$ cat src/rtl/stack_arbiter_if.sv
// stack_arbiter_if: client-side req/ack bundle for the
// shared-stack arbiter (push/pop requests and pop results).
interface stack_arbiter_if #(
  parameter int N      = 4,
  parameter int DATA_W = 8
);
  logic [N-1:0]        req;
  logic [N-1:0]        op;
  logic [N*DATA_W-1:0] wdata;
  logic [N-1:0]        ack;
  logic [N-1:0]        err;
  logic [DATA_W-1:0]   rdata;

  modport master (
    output req, op, wdata,
    input  ack, err, rdata
  );

  modport slave (
    input  req, op, wdata,
    output ack, err, rdata
  );
endinterface

$ cat src/rtl/stack_arbiter.sv
// stack_arbiter: round-robin arbiter serialising N push/pop
// clients onto one LIFO stack port, with per-op error flag.
module stack_arbiter #(
  parameter int N      = 4,
  parameter int DATA_W = 8
) (
  input  logic              clk,
  input  logic              reset,
  stack_arbiter_if.slave    cli,
  output logic              stk_push,
  output logic              stk_pop,
  output logic [DATA_W-1:0] stk_push_data,
  input  logic [DATA_W-1:0] stk_pop_data,
  input  logic              stk_empty,
  input  logic              stk_full
);
  localparam int IW = $clog2(N);

  typedef enum logic {ARB, DONE} state_t;

  state_t            state, state_nxt;
  logic [IW-1:0]     last_grant;
  logic [IW-1:0]     win, idx;
  logic              found;
  logic              win_op;
  logic              legal;
  logic [N-1:0]      win_oh;
  logic [N-1:0]      ack_q, err_q;
  logic [DATA_W-1:0] rdata_q;

  // pick the first requester after last_grant, wrapping
  always_comb begin
    win   = last_grant;
    found = 1'b0;
    idx   = '0;
    for (int k = 1; k <= N; k++) begin
      idx = IW'((int'(last_grant) + k) % N);
      if (!found && cli.req[idx]) begin
        win   = idx;
        found = 1'b1;
      end
    end
  end

  assign win_op = cli.op[win];
  assign legal  = win_op ? !stk_full : !stk_empty;
  assign win_oh = N'(1) << win;

  // next state and combinational stack strobes
  always_comb begin
    state_nxt     = state;
    stk_push      = 1'b0;
    stk_pop       = 1'b0;
    stk_push_data = '0;
    unique case (state)
      ARB: begin
        if (found) begin
          state_nxt = DONE;
          if (legal && !reset) begin
            stk_push = win_op;
            stk_pop  = !win_op;
            if (win_op)
              stk_push_data =
                cli.wdata[int'(win)*DATA_W +: DATA_W];
          end
        end
      end
      DONE: state_nxt = ARB;
    endcase
  end

  // state register
  always_ff @(posedge clk or posedge reset) begin
    if (reset) state <= ARB;
    else       state <= state_nxt;
  end

  // grant pointer and registered completion outputs
  always_ff @(posedge clk or posedge reset) begin
    if (reset) begin
      last_grant <= IW'(N - 1);
      ack_q      <= '0;
      err_q      <= '0;
      rdata_q    <= '0;
    end else begin
      ack_q <= '0;
      err_q <= '0;
      if (state == ARB && found) begin
        last_grant <= win;
        ack_q      <= win_oh;
        err_q      <= legal ? '0 : win_oh;
        if (!win_op && legal)
          rdata_q <= stk_pop_data;
      end
    end
  end

  assign cli.ack   = ack_q;
  assign cli.err   = err_q;
  assign cli.rdata = rdata_q;
endmodule
$ cat src/flat_wrapper.sv
// flat-port wrapper written by rule: the top's interface ports become plain ports
module stack_arbiter_flat 
#(
  parameter int N      = 4,
  parameter int DATA_W = 8
)
  (clk, reset, stk_push, stk_pop, stk_push_data, stk_pop_data, stk_empty, stk_full, cli_req, cli_op, cli_wdata, cli_ack, cli_err, cli_rdata);
  stack_arbiter_if #(.N(N), .DATA_W(DATA_W)) cli_i ();
  input  logic clk;
  input  logic reset;
  output logic stk_push;
  output logic stk_pop;
  output logic [DATA_W-1:0] stk_push_data;
  input  logic [DATA_W-1:0] stk_pop_data;
  input  logic stk_empty;
  input  logic stk_full;
  input wire logic [$bits(cli_i.req)-1:0] cli_req;
  input wire logic [$bits(cli_i.op)-1:0] cli_op;
  input wire logic [$bits(cli_i.wdata)-1:0] cli_wdata;
  output wire logic [$bits(cli_i.ack)-1:0] cli_ack;
  output wire logic [$bits(cli_i.err)-1:0] cli_err;
  output wire logic [$bits(cli_i.rdata)-1:0] cli_rdata;
  assign cli_i.req = cli_req;
  assign cli_i.op = cli_op;
  assign cli_i.wdata = cli_wdata;
  assign cli_ack = cli_i.ack;
  assign cli_err = cli_i.err;
  assign cli_rdata = cli_i.rdata;
  stack_arbiter #(.N(N), .DATA_W(DATA_W)) u_core (.clk(clk), .reset(reset), .cli(cli_i), .stk_push(stk_push), .stk_pop(stk_pop), .stk_push_data(stk_push_data), .stk_pop_data(stk_pop_data), .stk_empty(stk_empty), .stk_full(stk_full));
endmodule
$ cat config.mk
export PLATFORM = sky130hd
export DESIGN_NAME = stack_arbiter_flat
export DESIGN_NICKNAME = d
export VERILOG_FILES = /design/src/rtl/stack_arbiter_if.sv /design/src/rtl/stack_arbiter.sv /design/src/flat_wrapper.sv
export SDC_FILE = /design/constraint.sdc
export NUM_CORES = 1
export LEC_CHECK = 0
export BUFFER_PORTS_ARGS = -buffer_cell sky130_fd_sc_hd__buf_2
export CAP_MARGIN = 20
export CORE_MARGIN = 5
export CORE_UTILIZATION = 41
export DETAILED_ROUTE_END_ITERATION = 10
export PLACE_DENSITY = 0.79
export SLEW_MARGIN = 10
export SYNTH_ARGS = -nofsm -noshare
export SYNTH_HDL_FRONTEND = slang
export SYNTH_SLANG_ARGS = --single-unit
$ cat constraint.sdc
create_clock -name clk -period 3.63 [get_ports clk]
set_input_delay 0.9075 -clock clk [delete_from_list [all_inputs] [get_ports clk]]
set_output_delay 0.9075 -clock clk [all_outputs]
set_load 0.1 [all_outputs]
== Word level (Yosys, flattened, before mapping) ==
Cells that the tools add are included.

* Register bits: 19
* Bits in latches: 0
* RAM bits: 0
* Memory bits (read-only): 0
* Bits of input ports: 52
* Output and inout port bits: 26
* Word-level logic and storage cells: 65
* Memories kept: 0

* Add/subtract/negate cells: 4
* Multipliers: 0
* Divide/modulo/power cells: 0
* Magnitude comparators: 5
* Equality and inequality tests: 0
* Shift-type cells: 2
* Multiplexer cells: 34
* Bitwise operators: 1
* Reduce and logical (&&, ||, !) cells: 14

{| class="wikitable"
|+ Operators with widths
! operator !! number
|-
| 8-bit two-way mux || 4
|-
| 32-bit by 6-bit indexed part select with 8-bit output || 1
|-
| 1-bit two-way mux || 17
|-
| 2-bit by 3-bit less-than comparator with 1-bit output (second input constant) || 5
|-
| 4-bit two-way mux || 3
|-
| 1-bit binary-select mux with 2-bit select || 5
|-
| 2-bit two-way mux || 4
|-
| 1-bit zero test || 7
|-
| 1-bit logical AND || 6
|-
| 2-bit by 1-bit adder with 2-bit output (second input constant) || 2
|-
| 2-bit adder (second input constant) || 2
|-
| 1-bit by 2-bit << shifter with 4-bit output (first input constant) || 1
|-
| 1-bit case mux with 2 select lines || 1
|-
| 2-bit AND reduction || 1
|-
| 1-bit NOT || 1
|}

== Longest topological paths before layout ==
Gate-level depths: netlist of run 1.

* Depth after elaboration: 20
* Depth in mapped cells: 7
* Gate-level depth less buffers: 6

== Least setup slack after synthesis of run 1 ==
Ideal clock, no wire load.

* Path kind: input-to-output
* Start point: input port cli_req[2]
* End point: output port stk_push_data[1]
* Arrival: 4.193 ns
* Required time: 2.723 ns
* Slack: -1.471 ns
* Cell stages on the path: 6
* Path through: or2_2 > o21ai_0 > a211oi_2 > clkbuf_1 > mux2_2 > nor3_1

* Longest elaborated chain between the ends: 19
* Elaborated cells between the ends (all ways): 31

{| class="wikitable"
|+ RTL lines
! element !! line !! source
|-
| from (decl) || flat_wrapper.sv:17 || <nowiki>input wire logic [$bits(cli_i.req)-1:0] cli_req;</nowiki>
|-
| branches (longest 17 deep; another with 1-bit binary-select mux with 2-bit select) || n/a ||
|-
| 8-bit two-way mux (*) || stack_arbiter.sv:57 || <nowiki>if (found) begin</nowiki>
|-
| 8-bit two-way mux (*) || stack_arbiter.sv:55 || <nowiki>unique case (state)</nowiki>
|-
| to (decl) || flat_wrapper.sv:13 || <nowiki>output logic [DATA_W-1:0] stk_push_data;</nowiki>
|}

Every way passes the cells marked *. The select of a mux whose other input is x is not followed.

== Worst setup path after layout of run 1 ==
* Start point: input port cli_req[2]
* End point: output port stk_push_data[6]

Same word-level chain as after synthesis.

==> results of run 1 <==
synth_stat cells, types with 2 or more instances:
| cell | count |
|---|---|
| sky130_fd_sc_hd__mux2i_1 | 22 |
| sky130_fd_sc_hd__dfrtp_1 | 17 |
| sky130_fd_sc_hd__nor3_1 | 10 |
| sky130_fd_sc_hd__mux2_2 | 9 |
| sky130_fd_sc_hd__mux2_1 | 8 |
| sky130_fd_sc_hd__nor2_1 | 6 |
| sky130_fd_sc_hd__inv_1 | 4 |
| sky130_fd_sc_hd__a21oi_1 | 3 |
| sky130_fd_sc_hd__nand2_1 | 3 |
| sky130_fd_sc_hd__nand2b_1 | 3 |
| sky130_fd_sc_hd__and3_1 | 2 |
| sky130_fd_sc_hd__buf_2 | 2 |
| sky130_fd_sc_hd__dfstp_2 | 2 |
| sky130_fd_sc_hd__nor2b_1 | 2 |
| sky130_fd_sc_hd__o21ai_0 | 2 |
layout by cell type (no fill, tap or decap), drive strengths merged:
master,instances
nor2,6
or2,1
a21oi,3
clkbuf,3
buf,90
dfstp,2
nand2b,3
nor3,11
o21ai,3
a21o,1
and2,1
clkinv,1
mux2,17
o21a,1
a32o,1
nand2,3
nor2b,2
inv,4
and4,1
mux2i,22
or3,1
nor4,1
and3,2
a211oi,1
dfrtp,17
repair_timing:
item / 4_1_cts / 5_1_grt
setup buffers: 0 / 6
setup endpoints to repair: 0 / 7
resized for setup: 0 / 8
flip-flops by register name, summed over array words and instances (netlist names):
signal,flops
u_core.last_grant,2
u_core.cli.rdata,8
u_core.cli.ack,4
u_core.state,1
u_core.cli.err,4
layer usage:
| layer | global-route usage, % | vias up | wire, um |
|---|---|---|---|
| met5 | 0 | - | 0 |
| met2 | 29.8 | 64 | 1750 |
| met3 | 4.09 | 6 | 349 |
| met4 | 4.94 | 0 | 63 |
| met1 | 19.8 | 528 | 1260 |
| li1 | - | 572 | - |
final cells by class:
class	instances	share of cell area, %
clock buffer	3	1.10
timing repair buffer	90	31.8
inverter	4	0.736
multi-input combinational	81	40.8
clock inverter	1	0.245
sequential	19	23.4
tap	31	1.90
logic make-up after synthesis:
| logic type | share of synthesized area, % |
|---|---|
| compound gates | 5.75 |
| mux | 35.0 |
| simple gates | 15.1 |
| flops | 40.7 |
| buf+inv | 3.41 |
worst paths after layout:
| path | endpoint | cells after the start | startpoint |
|---|---|---|---|
| min | u_core.cli.rdata[1] | 1 | u_core.cli.rdata[1] |
| min reg2reg | u_core.cli.rdata[1] | 1 | u_core.cli.rdata[1] |
| min in group asynchronous | u_core.state | 3 | reset |
| max reg2reg | u_core.cli.rdata[3] | 7 | u_core.last_grant[0] |
| max | stk_push_data[6] | 10 | cli_req[2] |
| max in group asynchronous | u_core.last_grant[1] | 3 | reset |
stage by stage:
stage	hold WS [ns]	instances	utilization, %	setup WS, ns	instance area (um2)
after detailed placement	0.475	219	70.1	0.0356	1930
after global placement	0.463	219	70.1	0.0837	1930
after global routing	0.522	229	74.0	-0.0200	2040
final	0.490	229	74.0	0.0416	2040
after CTS	0.498	223	71.1	0.0195	1960
after floorplan	0.523	109	-	-0.0733	1350
power breakdown:
part	leakage, nW	switching [W]	total, W	internal (W)
clock	0.0177	0.0000600	0.000101	0.0000409
combinational	0.810	0.000983	0.00146	0.000480
sequential	0.237	0.0000417	0.000342	0.000300
worst max-delay path, cell delays in order:
cell and delay [ns]:
sky130_fd_sc_hd__buf_2 0.11, sky130_fd_sc_hd__or2_4 0.24, sky130_fd_sc_hd__a21oi_4 0.14, sky130_fd_sc_hd__nor3_4 0.04
sky130_fd_sc_hd__buf_4 0.17, sky130_fd_sc_hd__mux2i_2 0.16, sky130_fd_sc_hd__mux2_4 0.32, sky130_fd_sc_hd__buf_4 0.17
sky130_fd_sc_hd__nor3_4 0.20, sky130_fd_sc_hd__buf_12 0.20
==> impl_results.html, run 1 <==
<table>
<tr><th>Metric</th><th>Value</th></tr>
<tr><th colspan="2">Worst setup path</th></tr>
<tr><td>Reg-to-reg slack, setup</td><td>1.29 ns</td></tr>
<tr><td>Arrival @ worst endpoint</td><td>2.68 ns</td></tr>
<tr><td>CP required</td><td>2.72 ns</td></tr>
<tr><td>Launching element type of the critical path</td><td>input pin</td></tr>
<tr><td>Nature of the critical path endpoint</td><td>output port</td></tr>
<tr><td>Critical Path Fanout Max</td><td>6</td></tr>
<tr><td>Start-to-end type of the worst setup path</td><td>in -&gt; out</td></tr>
<tr><th colspan="2">Pwr</th></tr>
<tr><td>Worst voltage drop across the vdd grid</td><td>0.000856 V</td></tr>
<tr><td>Power per cell area</td><td>934 mW/mm2</td></tr>
<tr><td>Final Total Pwr</td><td>0.00191 W</td></tr>
<tr><td>Standby leakage power</td><td>1.06 nW</td></tr>
<tr><th colspan="2">GRT</th></tr>
<tr><td>Overall overflow remaining after global route</td><td>0</td></tr>
<tr><td>Largest net degree at the start of global routing</td><td>20</td></tr>
<tr><td>Vias in the first global route</td><td>1,284</td></tr>
<tr><td>Global routing usage summed across all routing layers</td><td>16.8%</td></tr>
<tr><td>Wire length of the first global-routing pass</td><td>5.64 mm</td></tr>
<tr><td>Number of antenna violations at the first check in global routing</td><td>0</td></tr>
<tr><th colspan="2">Place</th></tr>
<tr><td>Final weighted congestion in routability-driven placement</td><td>0.886</td></tr>
<tr><td>Detailed placer's ending HPWL</td><td>2.88 mm</td></tr>
<tr><td>Count of buffers from port buffering</td><td>77</td></tr>
<tr><th colspan="2">Floorplan</th></tr>
<tr><td>Effective utilization at floorplan</td><td>42.6%</td></tr>
<tr><td>Number of core rows</td><td>19</td></tr>
<tr><td>Core ar.</td><td>0.00276 mm2</td></tr>
<tr><td>I/O pin cnt</td><td>78</td></tr>
<tr><td>Overall die area</td><td>0.00404 mm2</td></tr>
<tr><td>Chip height</td><td>63.5 um</td></tr>
<tr><td>Die Width</td><td>63.5 um</td></tr>
<tr><th colspan="2">Detailed routing</th></tr>
<tr><td>Initial detailed-routing violation count</td><td>14</td></tr>
<tr><td>Routed wire length</td><td>3.43 mm</td></tr>
<tr><td>Remaining antenna violation count</td><td>0</td></tr>
<tr><td>Detail-routed via count per cell</td><td>5.11</td></tr>
<tr><td>Post-route DRC</td><td>0</td></tr>
<tr><td>First-pass iteration count of the detailed router</td><td>4</td></tr>
<tr><td>DR vias</td><td>1,170</td></tr>
<tr><td>Average detailed-routed wire length per instance</td><td>15.0 um</td></tr>
<tr><th colspan="2">Synth</th></tr>
<tr><td>Average footprint of a synthesized cell</td><td>10.8 um2</td></tr>
<tr><td>Net count after synthesis</td><td>161</td></tr>
<tr><td>Register bit total from synthesis</td><td>19</td></tr>
<tr><td>Cell taking the most area after synthesis</td><td>sky130_fd_sc_hd__dfrtp_1</td></tr>
<tr><td>Synth area leaders</td><td>sky130_fd_sc_hd__dfrtp_1 (36%), sky130_fd_sc_hd__mux2i_1 (19%), sky130_fd_sc_hd__mux2_2 (8.6%)</td></tr>
<tr><td>Fraction of synthesized cell area taken by the top area cell type</td><td>36.2%</td></tr>
<tr><td>Syn Std Cell Area</td><td>0.00117 mm2</td></tr>
<tr><td>Number of enable flip-flop cells after synthesis</td><td>0</td></tr>
<tr><td>Most used DFF post-synth</td><td>sky130_fd_sc_hd__dfrtp_1</td></tr>
<tr><td>Proportion of synthesized chip area in sequential cells</td><td>40.7%</td></tr>
<tr><td>Total of warnings raised by yosys</td><td>0</td></tr>
<tr><td>Share of async-settable or async-resettable flops after synthesis</td><td>100%</td></tr>
<tr><td>Number of distinct library cell variants in the gate-level netlist after synthesis</td><td>29</td></tr>
<tr><td>Post-synthesis instance total</td><td>109</td></tr>
<tr><th colspan="2">Clocking</th></tr>
<tr><td>Post-cts hold buffer count</td><td>0</td></tr>
<tr><td>Clock tree from TritonCTS</td><td>built</td></tr>
<tr><td>Max H-tree Level</td><td>1</td></tr>
<tr><td>CTS root buf</td><td>sky130_fd_sc_hd__clkbuf_4</td></tr>
<tr><td>Clock-pin transition on the worst setup and hold timing paths</td><td>0.10 ns</td></tr>
<tr><td>Num CTS Buffers</td><td>3</td></tr>
<tr><td>Deepest clock path buffer count</td><td>2</td></tr>
<tr><td>Clk sink count</td><td>19</td></tr>
<tr><td>Clock insertion delay at the later pin of the skew report</td><td>0.28 ns</td></tr>
<tr><th colspan="2">Timing</th></tr>
<tr><td>Final-layout setup total negative slack</td><td>0 ns</td></tr>
<tr><td>Final hold violations</td><td>0</td></tr>
<tr><td>Highest achievable clock rate</td><td>279 MHz</td></tr>
<tr><td>Final period demand of the worst path</td><td>3.59 ns</td></tr>
<tr><td>Worst max-slew margin expressed relative to the limit</td><td>67.3%</td></tr>
<tr><td>Clk_skew</td><td>0.00137 ns</td></tr>
<tr><td>Transition time of the tightest slew-check pin</td><td>0.493 ns</td></tr>
<tr><td>RSZ-0062 raised after global routing</td><td>true</td></tr>
<tr><td>Final setup violation count</td><td>0</td></tr>
<tr><td>Final Max Tran Viols</td><td>0</td></tr>
<tr><td>Post-route clock period utilization</td><td>98.9%</td></tr>
<tr><th colspan="2">Final layout</th></tr>
<tr><td>Final Net Count</td><td>251</td></tr>
<tr><td>Diode insertion count for antenna repair</td><td>0</td></tr>
<tr><td>Fillcell total</td><td>197</td></tr>
<tr><td>Area growth from synthesis to layout</td><td>73.7%</td></tr>
<tr><td>Area used by multi-input combinational logic</td><td>832 um2</td></tr>
<tr><td>Fraction of layout cells with a size suffix above 1</td><td>64.1%</td></tr>
<tr><td>Sequential Area</td><td>478 um2</td></tr>
<tr><th colspan="2">Min path</th></tr>
<tr><td>Hold/Removal Path Class</td><td>reg -&gt; reg</td></tr>
<tr><th colspan="2">Job</th></tr>
<tr><td>Max cap viols</td><td>0</td></tr>
<tr><th colspan="2">Run status</th></tr>
<tr><td>Status</td><td>finished, final reports clean</td></tr>
</table>
No activity file was read; power rests on OpenSTA's default activity.
==> inputs of run 2 (changes only) <==
Settings changed: CORE_UTILIZATION 41 to 43, CTS_BUF_LIST set to sky130_fd_sc_hd__clkbuf_4, PLACE_DENSITY 0.79 to 0.82.
==> run 2 against run 1 <==
Against the previous run:
- total power is 2.8% lower
- clock-buffer cell count rose by 1
- routed wire length rose by 1.3%
- clock power rose by 8%
- die area fell by 3.9%
- non-clock buffer count fell by 3
- critical endpoint is now stk_push_data[0]
==> impl_results.html, run 2 (synthesized netlist as in run 1, its figures left out) <==
<table>
<tr><th>Metric</th><th>Value</th></tr>
<tr><th colspan="2">GRT</th></tr>
<tr><td>Largest net degree at the start of global routing</td><td>20 (unchanged)</td></tr>
<tr><td>Number of antenna violations at the first check in global routing</td><td>0 (unchanged)</td></tr>
<tr><td>Overall overflow remaining after global route</td><td>0 (unchanged)</td></tr>
<tr><td>Global routing usage summed across all routing layers</td><td>18.8% (was 16.8%)</td></tr>
<tr><td>Vias in the first global route</td><td>1,333 (was 1,284)</td></tr>
<tr><td>Wire length of the first global-routing pass</td><td>6.09 mm (was 5.64 mm)</td></tr>
<tr><th colspan="2">Timing</th></tr>
<tr><td>Post-route clock period utilization</td><td>96.0% (was 98.9%)</td></tr>
<tr><td>Highest achievable clock rate</td><td>287 MHz (was 279 MHz)</td></tr>
<tr><td>Clk_skew</td><td>0.00279 ns (was 0.00137 ns)</td></tr>
<tr><td>Final hold violations</td><td>0 (unchanged)</td></tr>
<tr><td>RSZ-0062 raised after global routing</td><td>false (was true)</td></tr>
<tr><td>Transition time of the tightest slew-check pin</td><td>0.494 ns (was 0.493 ns)</td></tr>
<tr><td>Fin worst setup slack</td><td>0.146 ns (was 0.0416 ns)</td></tr>
<tr><td>Final Max Tran Viols</td><td>0 (unchanged)</td></tr>
<tr><td>Final setup violation count</td><td>0 (unchanged)</td></tr>
<tr><td>Final-layout setup total negative slack</td><td>0 ns (unchanged)</td></tr>
<tr><td>Worst max-slew margin expressed relative to the limit</td><td>67.3% (about the same)</td></tr>
<tr><td>Final period demand of the worst path</td><td>3.48 ns (was 3.59 ns)</td></tr>
<tr><th colspan="2">Detailed routing</th></tr>
<tr><td>Remaining antenna violation count</td><td>0 (unchanged)</td></tr>
<tr><td>First-pass iteration count of the detailed router</td><td>4 (unchanged)</td></tr>
<tr><td>Post-route DRC</td><td>0 (unchanged)</td></tr>
<tr><td>Routed wire length</td><td>3.47 mm (was 3.43 mm)</td></tr>
<tr><td>Average detailed-routed wire length per instance</td><td>15.4 um (was 15.0 um)</td></tr>
<tr><td>Initial detailed-routing violation count</td><td>14 (unchanged)</td></tr>
<tr><td>DR vias</td><td>1,174 (was 1,170)</td></tr>
<tr><td>Detail-routed via count per cell</td><td>5.19 (was 5.11)</td></tr>
<tr><th colspan="2">Clocking</th></tr>
<tr><td>Clock-pin transition on the worst setup and hold timing paths</td><td>0.10 ns (about the same)</td></tr>
<tr><td>Clk sink count</td><td>19 (unchanged)</td></tr>
<tr><td>Deepest clock path buffer count</td><td>2 (unchanged)</td></tr>
<tr><td>CTS root buf</td><td>sky130_fd_sc_hd__clkbuf_4 (unchanged)</td></tr>
<tr><td>Clock tree from TritonCTS</td><td>built (unchanged)</td></tr>
<tr><td>Max H-tree Level</td><td>1 (unchanged)</td></tr>
<tr><td>Clock insertion delay at the later pin of the skew report</td><td>0.29 ns (was 0.28 ns)</td></tr>
<tr><td>Post-cts hold buffer count</td><td>0 (unchanged)</td></tr>
<tr><td>Num CTS Buffers</td><td>3 (unchanged)</td></tr>
<tr><th colspan="2">Worst setup path</th></tr>
<tr><td>Delay of the slowest critical-path stage</td><td>0.29 ns (was 0.32 ns)</td></tr>
<tr><td>Worst reg2reg endpoint</td><td>u_core.cli.rdata[2] (was u_core.cli.rdata[3])</td></tr>
<tr><td>FF-to-FF path depth</td><td>7 (unchanged)</td></tr>
<tr><td>List of cells traversed by the critical path</td><td>buf_2 -&gt; nand2b_1 -&gt; a21oi_1 -&gt; nor3_4 -&gt; buf_6 -&gt; mux2i_1 -&gt; mux2_4 -&gt; nor3_4 -&gt; buf_12 (was buf_2 -&gt; or2_4 -&gt; a21oi_4 -&gt; nor3_4 -&gt; buf_4 -&gt; mux2i_2 -&gt; mux2_4 -&gt; buf_4 -&gt; nor3_4 -&gt; buf_12)</td></tr>
<tr><td>Origin of the critical flop-to-flop path</td><td>u_core.last_grant[1] (was u_core.last_grant[0])</td></tr>
<tr><td>Worst path most repeated cell</td><td>sky130_fd_sc_hd__nor3_4</td></tr>
<tr><td>Arrival @ worst endpoint</td><td>2.58 ns (was 2.68 ns)</td></tr>
<tr><td>Critical Path Fanout Max</td><td>16 (was 6)</td></tr>
<tr><td>Nature of the critical path endpoint</td><td>output port (unchanged)</td></tr>
<tr><td>Reg-to-reg slack, setup</td><td>1.26 ns (was 1.29 ns)</td></tr>
<tr><td>Launching element type of the critical path</td><td>input pin (unchanged)</td></tr>
<tr><td>Critical path buffers and inverters</td><td>3 (was 4)</td></tr>
<tr><td>Max stage delay cell, worst path</td><td>sky130_fd_sc_hd__mux2_4 (unchanged)</td></tr>
<tr><td>Critical path's top delay family</td><td>buffers and inverters (unchanged)</td></tr>
<tr><td>CP required</td><td>2.72 ns (about the same)</td></tr>
<tr><td>Start-to-end type of the worst setup path</td><td>in -&gt; out (unchanged)</td></tr>
<tr><th colspan="2">Final layout</th></tr>
<tr><td>Area used by multi-input combinational logic</td><td>813 um2 (was 832 um2)</td></tr>
<tr><td>Most used cells in the layout excluding fill and tap cells</td><td>sky130_fd_sc_hd__buf_2 (67), sky130_fd_sc_hd__mux2i_1 (22), sky130_fd_sc_hd__dfrtp_1 (17) (was sky130_fd_sc_hd__buf_2 (67), sky130_fd_sc_hd__mux2i_1 (21), sky130_fd_sc_hd__dfrtp_1 (17))</td></tr>
<tr><td>Final std cell area, no fill</td><td>0.00199 mm2 (was 0.00204 mm2)</td></tr>
<tr><td>Sequential Area</td><td>478 um2 (unchanged)</td></tr>
<tr><td>Most frequent standard cell in the layout excluding fill and tap cells</td><td>sky130_fd_sc_hd__buf_2 (unchanged)</td></tr>
<tr><td>Final Net Count</td><td>248 (was 251)</td></tr>
<tr><td>Diode insertion count for antenna repair</td><td>0 (unchanged)</td></tr>
<tr><td>Largest register FFs</td><td>8 (unchanged)</td></tr>
<tr><td>Fraction of layout cells with a size suffix above 1</td><td>61.5% (was 64.1%)</td></tr>
<tr><td>Area growth from synthesis to layout</td><td>69.3% (was 73.7%)</td></tr>
<tr><td>Fillcell total</td><td>187 (was 197)</td></tr>
<tr><th colspan="2">Min path</th></tr>
<tr><td>Number of instances on the worst hold path</td><td>1 (unchanged)</td></tr>
<tr><td>Hold/Removal Path Class</td><td>reg -&gt; reg (unchanged)</td></tr>
<tr><td>Capture endpoint of the worst hold path</td><td>u_core.cli.rdata[1] (unchanged)</td></tr>
<tr><td>Startpoint of the tightest hold check path</td><td>u_core.cli.rdata[1] (unchanged)</td></tr>
<tr><th colspan="2">Run status</th></tr>
<tr><td>Status</td><td>finished, final reports clean (unchanged)</td></tr>
<tr><th colspan="2">Pwr</th></tr>
<tr><td>Proportion of power drawn by flip-flops and latches</td><td>18.3% (was 17.9%)</td></tr>
<tr><td>Standby leakage power</td><td>1.04 nW (was 1.06 nW)</td></tr>
<tr><td>Switching fraction of total power</td><td>57.7% (was 56.9%)</td></tr>
<tr><td>Relative contribution of the clock network to total power</td><td>5.9% (was 5.3%)</td></tr>
<tr><td>Final Total Pwr</td><td>0.00185 W (was 0.00191 W)</td></tr>
<tr><td>Internal Pwr Total</td><td>0.000784 W (was 0.000821 W)</td></tr>
<tr><td>Power per cell area</td><td>931 mW/mm2 (was 934 mW/mm2)</td></tr>
<tr><td>Part of the total power dissipated in combinational logic</td><td>75.8% (was 76.8%)</td></tr>
<tr><td>Worst voltage drop across the vdd grid</td><td>0.000999 V (was 0.000856 V)</td></tr>
<tr><td>Power dissipated by switching net loads</td><td>0.00107 W (was 0.00108 W)</td></tr>
<tr><th colspan="2">Floorplan</th></tr>
<tr><td>Core ar.</td><td>0.00269 mm2 (was 0.00276 mm2)</td></tr>
<tr><td>Number of core rows</td><td>19 (unchanged)</td></tr>
<tr><td>Chip height</td><td>62.3 um (was 63.5 um)</td></tr>
<tr><td>Effective utilization at floorplan</td><td>43.7% (was 42.6%)</td></tr>
<tr><td>Overall die area</td><td>0.00388 mm2 (was 0.00404 mm2)</td></tr>
<tr><td>I/O pin cnt</td><td>78 (unchanged)</td></tr>
<tr><td>Die Width</td><td>62.3 um (was 63.5 um)</td></tr>
<tr><th colspan="2">Place</th></tr>
<tr><td>Detailed placer's ending HPWL</td><td>2.93 mm (was 2.88 mm)</td></tr>
<tr><td>Final weighted congestion in routability-driven placement</td><td>0.826 (was 0.886)</td></tr>
<tr><td>Setup slack after placement</td><td>0.0665 ns (was 0.0356 ns)</td></tr>
<tr><td>Count of buffers from port buffering</td><td>77 (unchanged)</td></tr>
<tr><td>Dpl cell area</td><td>0.00193 mm2 (about the same)</td></tr>
<tr><th colspan="2">Job</th></tr>
<tr><td>Max cap viols</td><td>0 (unchanged)</td></tr>
</table>
run 2: changes by cell type in the layout (fill, tap and decap cells not counted), sizes merged:
cell,previous run,this run
clkbuf,3,4
clkinv,1,0
buf,90,87
run 2: area by class of cell:
cell class | instances | area share (%)
Inverter | 4 | 0.755
Tap cell | 31 | 1.95
Multi-Input combinational cell | 81 | 40.9
Timing Repair Buffer | 87 | 30.9
Sequential cell | 19 | 24.0
Clock buffer | 4 | 1.51
run 2: how the worst max path moves through the flow:
stage / startpoint / endpoint / cells past startpoint
3_3_place_gp: cli_req[0] / stk_push_data[7] / 9
2_1_floorplan: cli_req[2] / stk_push_data[4] / 7
3_5_place_dp: cli_req[3] / stk_push_data[0] / 9
4_1_cts: cli_req[3] / stk_push_data[0] / 9
6_report: cli_req[3] / stk_push_data[0] / 9
5_1_grt: cli_req[3] / stk_push_data[2] / 9
run 2: power by group through the flow:
stage,combinational (W),clock [W],sequential (W)
2_1_floorplan,0.000629,0,0.000832
3_3_place_gp,0.00133,0,0.000339
3_5_place_dp,0.00136,0,0.000345
4_1_cts,0.00136,0.000114,0.000340
5_1_grt,0.00147,0.000124,0.000352
6_report,0.00140,0.000109,0.000339
run 2: per-layer routing:
layer | track usage (%) | part of all wire, % | up-vias | wire, um
met3 | 5.41 | 10 | 8 | 347
met1 | 19.7 | 35 | 541 | 1220
met2 | 34.8 | 53 | 62 | 1830
met5 | 0 | 0 | - | 0
li1 | - | - | 563 | -
met4 | 7.16 | 2.4 | 0 | 82
run 2: through the flow:
step,hold slack [ns],cells,utilization [%]
after global placement,0.463,218,71.7
after floorplan,0.523,109,-
final,0.487,226,74.1
after global routing,0.527,226,74.1
after CTS,0.494,222,72.8
after detailed placement,0.471,218,71.7
run 2: timing repair:
action | CTS | global route
setup buffers | 0 | 4
endpoints found under the setup margin | 0 | 8
gates resized for setup | 0 | 1
